## config.mk

```make
export PLATFORM = sky130hd
export DESIGN_NAME = dmem_arbiter
export DESIGN_NICKNAME = d
export VERILOG_FILES = /design/src/rtl/dmem_arbiter.sv
export SDC_FILE = /design/constraint.sdc
export NUM_CORES = 1
export LEC_CHECK = 0
export ABC_AREA = 1
export CAP_MARGIN = 20
export CORE_ASPECT_RATIO = 1.5
export CORE_MARGIN = 2
export CORE_UTILIZATION = 39
export CTS_BUF_LIST = sky130_fd_sc_hd__clkbuf_4 sky130_fd_sc_hd__clkbuf_8
export CTS_CLUSTER_SIZE = 30
export DETAILED_ROUTE_END_ITERATION = 10
export MAX_ROUTING_LAYER = met4
export PLACE_DENSITY = 0.87
export RECOVER_POWER = 100
export SLEW_MARGIN = 20
export SYNTH_ARGS = -nofsm -noshare
export SYNTH_HDL_FRONTEND = slang
export SYNTH_SLANG_ARGS = --single-unit
```

## constraint.sdc

```tcl
create_clock -name Clk -period 3.2 [get_ports Clk]
set_input_delay 0.48 -clock Clk [delete_from_list [all_inputs] [get_ports Clk]]
set_output_delay 0.48 -clock Clk [all_outputs]
set_load 0.05 [all_outputs]
```

## src/rtl/dmem_arbiter.sv

```systemverilog
// Two-port arbiter (CPU, host) in front of the single-port data memory, with read-data return routing.
// Optional build macro DMEM_ARB_RR_EN swaps fixed priority + starvation guard for 2-way round-robin.
module dmem_arbiter #(
    parameter int ADDR_W     = 8,
    parameter int DATA_W     = 16,
    parameter int RD_LAT     = 1,
    parameter int STARVE_LIM = 8
) (
    input  logic              Clk,
    input  logic              ResetN,
    input  logic              Cpu_req,
    input  logic              Cpu_wr,
    input  logic [ADDR_W-1:0] Cpu_addr,
    input  logic [DATA_W-1:0] Cpu_wdata,
    output logic              Cpu_gnt,
    output logic              Cpu_stall,
    output logic              Cpu_rvalid,
    output logic [DATA_W-1:0] Cpu_rdata,
    input  logic              Host_req,
    input  logic              Host_wr,
    input  logic [ADDR_W-1:0] Host_addr,
    input  logic [DATA_W-1:0] Host_wdata,
    output logic              Host_gnt,
    output logic              Host_rvalid,
    output logic [DATA_W-1:0] Host_rdata,
    output logic [ADDR_W-1:0] M_addr,
    output logic              M_wr,
    output logic [DATA_W-1:0] M_wdata,
    input  logic [DATA_W-1:0] M_rdata
);

    typedef enum logic {
        OWN_CPU  = 1'b0,
        OWN_HOST = 1'b1
    } owner_e;

    logic              host_win;
    logic              rd_push;
    logic [RD_LAT-1:0] tag_v;
    logic [RD_LAT-1:0] tag_o;
    logic              ret_cpu;
    logic              ret_host;

`ifdef DMEM_ARB_RR_EN
    owner_e last_owner;

    // Reset to HOST so the very first conflict goes to the CPU.
    always_ff @(posedge Clk) begin
        if (!ResetN)
            last_owner <= OWN_HOST;
        else if (Cpu_gnt)
            last_owner <= OWN_CPU;
        else if (Host_gnt)
            last_owner <= OWN_HOST;
    end

    always_comb host_win = Host_req & (~Cpu_req | (last_owner == OWN_CPU));
`else
    typedef enum logic {
        NORMAL     = 1'b0,
        FORCE_HOST = 1'b1
    } state_e;

    localparam logic [7:0] LIM_M1 = 8'(STARVE_LIM - 1);

    state_e     state;
    logic [7:0] starve_cnt;

    always_comb host_win = Host_req & (~Cpu_req | (state == FORCE_HOST));

    // NOTE: all state uses non-blocking assignments so every register samples pre-edge values.
    always_ff @(posedge Clk) begin
        if (!ResetN) begin
            state      <= NORMAL;
            starve_cnt <= '0;
        end else begin
            case (state)
                NORMAL: begin
                    if (Host_req && !Host_gnt) begin
                        starve_cnt <= starve_cnt + 8'd1;
                        if (starve_cnt == LIM_M1)
                            state <= FORCE_HOST;
                    end else begin
                        starve_cnt <= '0;
                    end
                end
                FORCE_HOST: begin
                    // Host either took its forced grant or withdrew; both end the episode.
                    state      <= NORMAL;
                    starve_cnt <= '0;
                end
                default: begin
                    state      <= NORMAL;
                    starve_cnt <= '0;
                end
            endcase
        end
    end
`endif

    assign Host_gnt  = host_win;
    assign Cpu_gnt   = Cpu_req & ~host_win;
    assign Cpu_stall = Cpu_req & ~Cpu_gnt;

    // NOTE: defaults first in always_comb so no path leaves an output unassigned (no latch).
    always_comb begin
        M_addr  = '0;
        M_wr    = 1'b0;
        M_wdata = '0;
        if (Cpu_gnt) begin
            M_addr  = Cpu_addr;
            M_wr    = Cpu_wr;
            M_wdata = Cpu_wdata;
        end else if (Host_gnt) begin
            M_addr  = Host_addr;
            M_wr    = Host_wr;
            M_wdata = Host_wdata;
        end
    end

    assign rd_push = (Cpu_gnt & ~Cpu_wr) | (Host_gnt & ~Host_wr);

    // Tag pipe depth equals the memory read latency, so a tag exits as its data arrives.
    always_ff @(posedge Clk) begin
        if (!ResetN) begin
            tag_v <= '0;
            tag_o <= '0;
        end else begin
            tag_v[0] <= rd_push;
            tag_o[0] <= Host_gnt;
            for (int i = 1; i < RD_LAT; i++) begin
                tag_v[i] <= tag_v[i-1];
                tag_o[i] <= tag_o[i-1];
            end
        end
    end

    assign ret_cpu  = tag_v[RD_LAT-1] & (tag_o[RD_LAT-1] == OWN_CPU);
    assign ret_host = tag_v[RD_LAT-1] & (tag_o[RD_LAT-1] == OWN_HOST);

    always_ff @(posedge Clk) begin
        if (!ResetN) begin
            Cpu_rvalid  <= 1'b0;
            Host_rvalid <= 1'b0;
            Cpu_rdata   <= '0;
            Host_rdata  <= '0;
        end else begin
            Cpu_rvalid  <= ret_cpu;
            Host_rvalid <= ret_host;
            if (ret_cpu)
                Cpu_rdata <= M_rdata;
            if (ret_host)
                Host_rdata <= M_rdata;
        end
    end

endmodule

```

==> flow_summary.toml <==
[worst_setup_path]
cpMostUsedCell = "nand2_2"
reg2regPathDepth = 5
rr_endpoint = "Cpu_rdata[10]"
startpoint = "Cpu_req"
reg2reg_from = "tag_v"
ff2ff_setup_slack_ns = 1.21
crit_family = "buffers and inverters"
crit_chain = "clkdlybuf4s50_1 > nand2_1 > nand2_2 > nand2_2 > inv_4 > dlygate4sd3_1"
cp-endpoint = "Cpu_gnt"
cp_slowest_cell = "dlygate4sd3_1"
worstSetupEndpointType = "primary output"
cpPeakStageDelay_ns = 0.91
worst-path-buf-inv = 3
cp.depth = 6
critPathKind = "in -> out"
critPathLaunchType = "input port"
critPathRequiredTime_ns = 2.72
worstPathArrival_ns = 2.40
path_max_fanout = 25

[cts]
hold_buffers = 0
cts_sinks = 45
htreeDepth = 2
clkTransAtPathRegs_ns = 0.08
cts_tree = "yes"
clk_path_buf_depth = 2
clk_latency_ns = 0.29
cts_root_buf = "clkbuf_8"
cts_buffers = 5
post_cts_resized = 0
cts_setup_buffers = 0

[sta]
rsz0062_at_grt = "false"
tns_ns = 0
fin_crit_ns = 2.88
fin_crit_sh_pct = 90.0
hold_ws_ns = 0.480
skew_ns = 0.00870
setup_viol = 0
worst_pin_slew_ns = 0.950
slew_headroom_pct = 36.7
setup_slack_ns = 0.320
finalMaxSlewViolations = 0
finalHoldViolCount = 0
fmax_ghz = 0.347

[yosys]
synthArstFlopShare_pct = 0
mappedNetlistArea_um2 = 1930
syn_inst = 290
yosys.area.top_type = "dfxtp_1"
synth_seq_cells = 45
ys_types = 20
yosys_warnings = 0
synth-edff-count = 0
synth_area_leaders = "dfxtp_1 47%, nand2_1 17%, nor2_1 16%"
seq_area_frac_synth_pct = 46.6
syn_nets = 361
yosysTopAreaCellShare_pct = 46.6
synth.avg_cell_area_um2 = 6.67
synth-main-ff-cell = "dfxtp_1"

[final_layout]
final_common_cell = "nand2_1"
num_antenna_cells = 0
fin_nets = 490
layout_common_cells = "89 x nand2_1, 81 x nor2_1, 68 x clkdlybuf4s50_1"
area_growth_pct = 67.3
fin_area_um2 = 3230
drive_gt1_share_pct = 4.52

[route]
ant_nets = 0
drt-total-wl_um = 5610
drt-pass1-iter-count = 4
viasPerCell = 4.57
drc_errors = 0
post_drt_wl_per_cell_um = 11.5
vias = 2219
dr.first_iter.drc_count = 105

[placement]
post_dp_cell_area_um2 = 3210
port_buffers = 131
post-dp-hpwl_um = 4550
dp_slack_ns = 0.378
gp_congestion = 0.790

[pwr]
leakage_nw = 1.47
fin_total_pwr_mw = 1.40
ir_drop_v = 0.000196
power.density_nw_per_um2 = 433

[global_routing]
first_global_vias = 2084
antenna_found_initial = 0
grt_pass1_wl_um = 9170
grt_usage_pct = 21.9
overflow = 0
grt_max_degree = 31

[die]
chipHeight_um = 90.2
core_um2 = 4810
fp-row-count = 31
die_w_um = 61.5
die_area_um2 = 5550
ios = 132
initial_core_util_pct = 40.2

[run_status]
outcome = "finished clean"

[flow_run]
drv_cap = 0

[worst_hold_path]
hp-class = "reg -> reg"
-- how the worst min path moves through the flow --
stage | from | end | slack [ns] | depth (start not counted)
floorplan | starve_cnt[0] | starve_cnt[0] | 0.43 | 1
global placement | starve_cnt[0] | starve_cnt[0] | 0.44 | 1
detailed placement | Host_rdata[1] | Host_rdata[1] | 0.47 | 2
CTS | Host_rdata[7] | Host_rdata[7] | 0.49 | 2
global route | Host_rdata[8] | Host_rdata[8] | 0.51 | 2
finish | Host_rdata[14] | Host_rdata[14] | 0.48 | 2
-- stage by stage --
stage | std cells | util (%)
2_1_floorplan | 290 | -
3_3_place_gp | 478 | 66.8
3_5_place_dp | 478 | 66.8
4_1_cts | 486 | 69.3
5_1_grt | 486 | 67.2
6_report | 486 | 67.2
-- cell usage after synthesis, types with 2 or more instances --
| master | n |
|---|---|
| nand2_1 | 89 |
| nor2_1 | 80 |
| dfxtp_1 | 45 |
| o21ai_0 | 33 |
| inv_1 | 9 |
| buf_2 | 4 |
| clkbuf_1 | 4 |
| inv_2 | 4 |
| a21oi_1 | 3 |
| nand2_2 | 3 |
| nand3_1 | 3 |
| nor3_1 | 3 |
| buf_6 | 2 |
| or2_2 | 2 |
-- area by class of cell --
cell class                 count  area, um^2
clock inverter                 2        37.5
fill                         475        1580
clock buffer                   6        82.6
multi-input combinational    220         905
inverter                      14        55.1
tap                           66        82.6
timing repair buffer         133        1170
sequential                    45         901
-- metal layers --
layer,GRT usage (%),part of all wire [%]
met5,-,0
met4,8.33,1.7
met3,3.60,5.0
met2,38.4,57
met1,23.3,36
-- registers in the layout, summed over array words and instances (netlist names) --
name,flops
tag_v,1
Cpu_rdata,16
tag_o,1
Host_rdata,16
starve_cnt,8
state,1
Cpu_rvalid,1
Host_rvalid,1
-- report_power, final --
part	switching, mW	leakage, nW	internal (mW)	total (mW)
Clock	0.185	0.0574	0.254	0.439
Sequential	0.00878	0.366	0.579	0.587
Combinational	0.241	1.05	0.132	0.373
Total	0.435	1.47	0.964	1.40
-- logic make-up after synthesis --
group                      count (synthesis)  synth area share (%)
DFF                                       45                  46.6
adders and majority gates                  1                 0.647
and+or+nand+nor                          182                  36.9
buffers and inverters                     25                  6.21
AOI/OAI and AO/OA                         37                  9.64
-- tightest hold or removal path: cells and delay by family, from the launching register on --
family | cells | cell delay [ns]
DFF | 1 | 0.32
and+or+nand+nor | 2 | 0.12
Power figures use the tool's default switching activity.
